--- config.mk ---
export PLATFORM = sky130hd
export DESIGN_NAME = adc_pipe_stage_combiner
export DESIGN_NICKNAME = d
export VERILOG_FILES = /design/src/rtl/adc_pipe_stage_combiner_pkg.sv /design/src/rtl/adc_pipe_stage_combiner_decode.sv /design/src/rtl/adc_pipe_stage_combiner.sv
export SDC_FILE = /design/constraint.sdc
export NUM_CORES = 1
export LEC_CHECK = 0
export CAP_MARGIN = 20
export CORE_AREA = 2 2 83 144
export CTS_CLUSTER_SIZE = 25
export DETAILED_ROUTE_END_ITERATION = 12
export DIE_AREA = 0 0 85 146
export HOLD_SLACK_MARGIN = 0.05
export SETUP_SLACK_MARGIN = 0.5
export SYNTH_ARGS = -nofsm -noshare
export SYNTH_HDL_FRONTEND = slang
export SYNTH_SLANG_ARGS = --single-unit
--- constraint.sdc ---
create_clock -name clk -period 1.6 [get_ports clk]
set_input_delay 0.16 -clock clk [delete_from_list [all_inputs] [get_ports clk]]
set_output_delay 0.16 -clock clk [all_outputs]
set_load 0.01 [all_outputs]
--- src/rtl/adc_pipe_stage_combiner_pkg.sv ---
// +----------------------------------------------------------------------+
// | adc_comb_pkg: width derivation and decode-mode constants shared by    |
// | the pipelined-ADC stage combiner. Rev 1.0                             |
// +----------------------------------------------------------------------+
`default_nettype none

package adc_comb_pkg;

  localparam int DECODE_TOP = 0;
  localparam int DECODE_POP = 1;

  function automatic int clog2(input int value);
    int r;
    r = 0;
    for (int i = 0; i < 31; i++) begin
      if ((1 << i) < value) r = i + 1;
    end
    return r;
  endfunction

  // Bits needed to hold thermometer levels 0..TH_W
  function automatic int stage_w(input int th_w);
    return clog2(th_w + 1);
  endfunction

  function automatic int shift_w(input int th_w, input int overlap);
    return stage_w(th_w) - overlap;
  endfunction

  function automatic int out_w(input int n_stages, input int th_w, input int overlap);
    return stage_w(th_w) + (n_stages - 1) * shift_w(th_w, overlap);
  endfunction

endpackage

`default_nettype wire

--- src/rtl/adc_pipe_stage_combiner_decode.sv ---
// +----------------------------------------------------------------------+
// | adc_therm_decode: combinational thermometer lane decoder giving a     |
// | binary level and a bubble flag. Rev 1.0                               |
// +----------------------------------------------------------------------+
`default_nettype none

module adc_therm_decode
  import adc_comb_pkg::*;
#(
  parameter int TH_W        = 6,
  parameter int DECODE_MODE = DECODE_TOP,
  localparam int STAGE_W    = stage_w(TH_W)
) (
  input  logic [TH_W-1:0]    th,
  output logic [STAGE_W-1:0] value,
  output logic               err
);

  logic [STAGE_W-1:0] w_top;
  logic [STAGE_W-1:0] w_pop;
  logic               w_seen_one;

  // Scan from the top: any 0 found after the highest 1 is a bubble
  always_comb begin
    w_top      = '0;
    w_pop      = '0;
    err        = 1'b0;
    w_seen_one = 1'b0;
    for (int i = TH_W - 1; i >= 0; i--) begin
      if (th[i]) begin
        w_pop = w_pop + STAGE_W'(1);
        if (!w_seen_one) w_top = STAGE_W'(i + 1);
        w_seen_one = 1'b1;
      end else if (w_seen_one) begin
        err = 1'b1;
      end
    end
  end

  assign value = (DECODE_MODE == DECODE_POP) ? w_pop : w_top;

endmodule

`default_nettype wire

--- src/rtl/adc_pipe_stage_combiner.sv ---
// +----------------------------------------------------------------------+
// | adc_pipe_stage_combiner: aligns N_STAGES thermometer stage results    |
// | and merges them by shifted addition with overlap. Rev 1.0             |
// +----------------------------------------------------------------------+
`default_nettype none

module adc_pipe_stage_combiner
  import adc_comb_pkg::*;
#(
  parameter int N_STAGES    = 5,
  parameter int TH_W        = 6,
  parameter int OVERLAP     = 1,
  parameter int DECODE_MODE = DECODE_TOP,
  localparam int STAGE_W    = stage_w(TH_W),
  localparam int SHIFT      = shift_w(TH_W, OVERLAP),
  localparam int OUT_W      = out_w(N_STAGES, TH_W, OVERLAP)
) (
  input  logic                     clk,
  input  logic                     rst_n,
  input  logic                     flush,
  input  logic                     in_valid,
  input  logic [N_STAGES*TH_W-1:0] th_in,
  output logic                     out_valid,
  output logic [OUT_W-1:0]         out_code,
  output logic                     out_err,
  output logic                     out_ovf,
  output logic [15:0]              err_cnt
);

  localparam logic [2:0] c_PRIME_MAX = 3'(N_STAGES - 1);

  logic [STAGE_W-1:0]  w_lane_val [N_STAGES];
  logic [N_STAGES-1:0] w_lane_err;
  logic [OUT_W:0]      w_sum;
  logic                w_s_load;
  logic [2:0]          r_prime_cnt;
  logic                r_pend;

  // Element 0 of each chain is the D register; lane i is read N_STAGES-1-i beats later
  for (genvar gi = 0; gi < N_STAGES; gi++) begin : g_lane
    localparam int DEPTH = N_STAGES - 1 - gi;

    logic [STAGE_W-1:0] w_val;
    logic               w_err;
    logic [STAGE_W:0]   r_chain [DEPTH+1];

    adc_therm_decode #(
      .TH_W        (TH_W),
      .DECODE_MODE (DECODE_MODE)
    ) u_dec (
      .th    (th_in[gi*TH_W +: TH_W]),
      .value (w_val),
      .err   (w_err)
    );

    always_ff @(posedge clk or negedge rst_n) begin
      if (!rst_n) begin
        for (int m = 0; m <= DEPTH; m++) r_chain[m] <= '0;
      end else if (flush) begin
        for (int m = 0; m <= DEPTH; m++) r_chain[m] <= '0;
      end else if (in_valid) begin
        r_chain[0] <= {w_err, w_val};
        for (int m = 1; m <= DEPTH; m++) r_chain[m] <= r_chain[m-1];
      end
    end

    assign w_lane_val[gi] = r_chain[DEPTH][STAGE_W-1:0];
    assign w_lane_err[gi] = r_chain[DEPTH][STAGE_W];
  end

  always_comb begin
    w_sum = '0;
    for (int i = 0; i < N_STAGES; i++) begin
      w_sum = w_sum + ((OUT_W+1)'(w_lane_val[i]) << ((N_STAGES - 1 - i) * SHIFT));
    end
  end

  assign w_s_load = r_pend && !flush;

  always_ff @(posedge clk or negedge rst_n) begin
    if (!rst_n) begin
      r_prime_cnt <= 3'd0;
      r_pend      <= 1'b0;
      out_valid   <= 1'b0;
      out_code    <= '0;
      out_err     <= 1'b0;
      out_ovf     <= 1'b0;
      err_cnt     <= 16'd0;
    end else begin
      if (flush) begin
        r_prime_cnt <= 3'd0;
        r_pend      <= 1'b0;
      end else if (in_valid) begin
        r_pend <= (r_prime_cnt == c_PRIME_MAX);
        if (r_prime_cnt != c_PRIME_MAX) r_prime_cnt <= r_prime_cnt + 3'd1;
      end else begin
        r_pend <= 1'b0;
      end

      out_valid <= w_s_load;
      if (w_s_load) begin
        out_code <= w_sum[OUT_W] ? '1 : w_sum[OUT_W-1:0];
        out_ovf  <= w_sum[OUT_W];
        out_err  <= |w_lane_err;
        if (|w_lane_err && err_cnt != 16'hFFFF) err_cnt <= err_cnt + 16'd1;
      end
    end
  end

endmodule

`default_nettype wire

* Yosys cells after proc, flatten, opt, wreduce, memory -nomap -nowiden
Cells that the tools add are included.
** Word-level totals
- Register bits after elaboration :: 94
- Input port bits :: 34
- Output and inout port bits :: 30
** Operators by class
- $add $sub $neg :: 6
- Equality and inequality tests :: 3
- Multiplexer cells :: 146
- Reduce and logical (&&, ||, !) cells :: 8
** Operators with widths (count)
- 2-to-1 mux 3 bit :: 58
- 2-to-1 mux 1 bit :: 77
- 2-to-1 mux 20 bit :: 2
- 2-to-1 mux 16 bit :: 2
- 2-to-1 mux 12 bit :: 2
- adder 16 x 1 -> 16 bit (second input constant) :: 1
- 2-to-1 mux 8 bit :: 2
- != test 16 bit (second input constant) :: 1
- adder 11 x 9 -> 12 bit :: 1
- adder 12 x 3 -> 12 bit :: 1
- adder 12 x 5 -> 12 bit :: 1
- adder 12 x 7 -> 12 bit :: 1
- 2-to-1 mux 11 bit :: 1
- 2-to-1 mux 4 bit :: 2
- OR reduction 5 bit :: 1
- AND reduction 2 bit :: 2
- nonzero test 2 bit :: 2
- adder 3 x 1 -> 3 bit (second input constant) :: 1
- equality test 3 bit (second input constant) :: 1
- != test 3 bit (second input constant) :: 1
- logical AND 1 bit :: 2
- zero test 1 bit :: 1

* Logic depth before layout (Yosys ltp)
- Word-level depth :: 13
- Mapped depth :: 7
- Gate-level depth less buffers :: 7

* Hierarchy
From an unflattened synthesis, not the netlist that was laid out.
** Unflattened totals
- Cell total of the unflattened synthesis :: 437
- Area total of the unflattened synthesis :: 4649.5 um2
** Modules (own cells, without submodules)
- adc_pipe_stage_combiner :: instances 1, cells an instance 362, area each 4180.3 um2, seq. area each 2352.3 um2
- adc_therm_decode :: instances 5, cells an instance 15, area each 93.8 um2, seq. area each 0.0 um2

* Worst setup path before layout
No wires, ideal clock.
- Path type :: reg2reg
- Start :: register g_lane[0].r_chain[3] in the netlist's numbering
- End :: register err_cnt[12]
- Library setup time :: 0.125 ns
- Arrival time :: 1.571 ns
- Data required time :: 1.475 ns
- Setup slack :: -0.096 ns
- Stages on the path, launching flop included :: 6
- Buffers on the path :: 0
- Clock period less this slack :: 1.696 ns
- Cell sequence :: dfrtp_1 or4_4 o21ai_4 nor2_1 nand3_2 mux2_4
** Between the ends
- Longest elaborated chain between the ends :: 3
** RTL lines
- start: declaration :: RTL line adc_pipe_stage_combiner.sv:45 : logic [STAGE_W:0] r_chain [DEPTH+1];
- OR reduction 5 bit :: RTL line adc_pipe_stage_combiner.sv:105 : if (|w_lane_err && err_cnt != 16'hFFFF) err_cnt <= err_cnt + 16'd1;
- logical AND 1 bit :: RTL line adc_pipe_stage_combiner.sv:105
- AND reduction 2 bit (no line)
- end signal: assignment :: RTL line adc_pipe_stage_combiner.sv:105
- end: declaration :: RTL line adc_pipe_stage_combiner.sv:27 : output logic [15:0] err_cnt
Every way passes these cells.
A chain may end at the register's enable or synchronous reset.

* Worst setup path after layout
- Start :: register g_lane[0].r_chain[3] in the netlist's numbering
- End :: register err_cnt[1]
Same word-level chain as after synthesis.

==> flow_metrics.py <==
metrics = {
    "clocking": {
        "htreeDepth": 3,
        "cts.reportedPaths.clkPinSlew_ns": 0.06,
        "cts.path.max_buffers": 2,
        "cts_tree": "built",
        "clock-sinks": 94,
        "clk_latency_ns": 0.34,
        "cts-root-buf": "clkbuf_16",
        "numCtsBuffers": 9,
    },
    "detailed_routing": {
        "vias": 3507,
        "dr.pass1.iters": 4,
        "drtIter0Drc": 124,
        "avgRoutedWirePerCell_um": 14.4,
        "ant_nets": 0,
        "routed_via_density": 5.16,
        "drc": 0,
        "routed_wl_um": 9780,
    },
    "critical_path": {
        "cp_top_family": "simple AND/OR/NAND/NOR gates",
        "cp_slowest_cell": "or4_4",
        "r2r_slack_ns": -0.14,
        "rr_worst_depth": 5,
        "setup.worst_path.start_class": "flop",
        "setup.worst_path.start": "g_lane[0].r_chain[3]$_DFFE_PN0P_",
        "max_stage_delay_ns": 0.54,
        "path_buf_inv": 1,
        "crit_chain": "or4_4 > o21ai_4 > buf_6 > nor2_4 > mux2_4",
        "r2r-end": "err_cnt[1]$_DFFE_PN0P_",
        "worst-path-max-fanout": 5,
        "end_kind": "flop",
        "worstSetupPathType": "reg2reg",
        "reg2reg_from": "g_lane[0].r_chain[3]$_DFFE_PN0P_",
        "cp.arrival_ns": 1.97,
        "required_ns": 1.83,
    },
    "power_and_ir_drop": {
        "switching_power_mw": 1.20,
        "p_per_area_nw_per_um2": 863,
        "intPower_mw": 4.24,
        "peakVddDrop_mv": 0.576,
        "sw_frac_of_total_pct": 22.1,
        "power_frac_comb_pct": 10.4,
        "p_leak_nw": 3.01,
        "power_frac_seq_pct": 46.4,
        "clkPwrFrac_pct": 43.3,
    },
    "sta": {
        "drv_slew": 0,
        "setup_viol": 15,
        "relSlewSlack_pct": 55.6,
        "period_share_pct": 109,
        "rsz0062_at_grt": "yes",
        "finClkSkew_ns": 0.00594,
        "fin_crit_ns": 1.74,
        "worstMarginPinSlew_ns": 0.665,
        "fin_ws_ns": -0.143,
        "clock.fmax_mhz": 574,
        "hold_violations": 0,
        "setup_tns_ns": -0.906,
    },
    "place": {
        "dp_hpwl_um": 6630,
        "io_buffer_count": 63,
        "routabilityCongestion": 0.775,
        "dp.cells": 632,
        "place_area_um2": 5490,
        "place_ws_ns": -0.154,
    },
    "yosys": {
        "ys_top_cells_by_area": "dfrtp_1 (54%), mux2i_1 (10%), nor2_1 (7.5%)",
        "synth.avg_cell_area_um2": 10.5,
        "yosys_most_used_dff": "dfrtp_1",
        "ys_ff_latch": 94,
        "syn-cell-area_um2": 4380,
        "yosysMostFrequentCell": "dfrtp_1",
        "synth_top_area_share_pct": 53.8,
        "synth_seq_area_share_pct": 53.8,
        "netlist_instances": 415,
        "yosys_warnings": 0,
        "yosysTopAreaCell": "dfrtp_1",
        "synth_edf_count": 0,
        "synth_nets": 457,
        "yosys-top-cells-count": "dfrtp_1 (94), nor2_1 (87), mux2i_1 (45)",
        "async_flop_share_pct": 100,
        "synth_cell_types": 38,
    },
    "global_routing": {
        "grt_antenna_before_repair": 0,
        "grt_use_total_pct": 16.5,
        "grt_pass1_wl_um": 16500,
        "first_global_vias": 3593,
        "grt_overflow": 0,
        "grt_max_degree": 65,
    },
    "hold_path": {
        "min_to": "g_lane[4].r_chain[1]$_DFFE_PN0P_",
        "whs_path_depth": 3,
        "hp-class": "in2reg",
        "min_from": "in_valid",
    },
    "layout": {
        "antenna_cells": 0,
        "finalInstanceArea_um2": 6300,
        "drive_above_1_share_pct": 31.2,
        "final_nets": 585,
        "area_growth_pct": 44.0,
        "layout.core_utilization_pct": 56.4,
        "finalNonFillerCells": 680,
    },
    "floorplanning": {
        "core_um2": 11200,
        "start_util_pct": 39.2,
        "die_w_um": 85,
        "row_count": 51,
        "die_h_um": 146,
        "die-area_um2": 12400,
        "ioPinCount": 64,
    },
    "flow_run": {
        "cap_violations": 0,
    },
    "outcome": {
        "status": "finished, violations left",
        "violations": "negative setup slack",
    },
}
-- power groups by stage --
stage	logic (mW)	registers (mW)	clock network, mW
CTS	0.549	2.52	2.41
floorplan	0.253	2.56	0
global placement	0.520	2.56	0
detailed placement	0.533	2.57	0
finish	0.563	2.52	2.35
global route	0.630	2.53	2.50
-- cells by family (layout without fill, tap and decap cells) --
kind of cell             Yosys count  count (layout)  share of synthesized area, %
flip-flops                        94              94                          53.8
adder cells (fa/ha/maj)            8               8                          2.29
XOR/XNOR                          18              18                          3.60
multiplexers                      47              47                          11.0
AND/OR/NAND/NOR                  159             160                          17.5
buffers and inverters             25             157                          2.26
AO/OA/AOI/OAI                     64              64                          9.58
-- per-layer routing --
| layer | vias to the layer above | track usage (%) | wire length [um] |
|---|---|---|---|
| met4 | 0 | 7.06 | 229 |
| met1 | 1701 | 18.7 | 3940 |
| met3 | 19 | 3.46 | 331 |
| li1 | 1718 | - | - |
| met5 | - | 0 | 0 |
| met2 | 69 | 29.5 | 5280 |
-- sequential cells by signal, summed over array words and instances (netlist names) --
name and count:
g_lane.r_chain 60, err_cnt 16, out_ovf 1, out_err 1, out_valid 1, r_pend 1
r_prime_cnt 3, out_code 11
-- area by class of cell --
cell class / instances / area [um2]
Sequential cell: 94 / 2350
Inverter: 8 / 30.0
Timing Repair Buffer: 133 / 1200
Clock inverter: 3 / 65.1
Fill cell: 974 / 4870
Clock buffer: 13 / 270
Tap cell: 132 / 165
Multi-Input combinational cell: 297 / 2210
-- placed cells by master (no fill, tap or decap), types with 3 or more instances in the layout --
master           instances
a32oi_1                  3
o21ai_1                  6
a21oi_1                 13
nand2b_1                11
nand3_4                  3
nand4_1                  6
inv_2                    3
a21oi_2                  5
o21ai_0                  4
inv_1                    5
xnor2_1                 11
buf_4                   45
nor2_1                  85
dlygate4sd2_1           15
nand2_1                 12
or3_1                    5
a211oi_1                 9
buf_12                   3
clkdlybuf4s50_1         15
xor2_1                   5
nand3_1                  6
nor3_2                   8
mux2i_1                 45
clkbuf_16                9
dfrtp_1                 94
ha_4                     6
a31oi_1                  7
buf_6                   39
buf_2                   14
nor2b_1                  9
a31o_2                   5
clkbuf_8                 3
-- how the worst max path moves through the flow --
stage                              endpoint  slack [ns]  cells past startpoint
floorplan           err_cnt[12]$_DFFE_PN0P_       -0.09                      5
global placement    err_cnt[12]$_DFFE_PN0P_       -0.13                      5
detailed placement  err_cnt[12]$_DFFE_PN0P_       -0.15                      5
CTS                 err_cnt[12]$_DFFE_PN0P_       -0.11                      5
global route         err_cnt[1]$_DFFE_PN0P_       -0.18                      5
finish               err_cnt[1]$_DFFE_PN0P_       -0.14                      5
-- stage by stage --
stage,hold WS [ns],power (mW)
after floorplan,-0.136,2.81
after global placement,0.151,3.08
final,0.249,5.44
after detailed placement,0.152,3.10
after global routing,0.288,5.66
after CTS,0.244,5.48
-- timing repair --
action                                  CTS  global route
hold buffers                              1             0
pin swaps                                22            12
buffers inserted                         21             9
gates resized for setup                 195            20
endpoints found under the hold margin    32             0
endpoints found under the setup margin   66            51
cloned                                    1             0
-- worst register-to-register path, delay by kind of cell (launching register included) --
family | cells | cell delay (ns)
muxes | 1 | 0.28
DFF | 1 | 0.38
buffers and inverters | 1 | 0.15
AOI/OAI and AO/OA | 1 | 0.24
and+or+nand+nor | 2 | 0.59
Power figures use the tool's default switching activity.
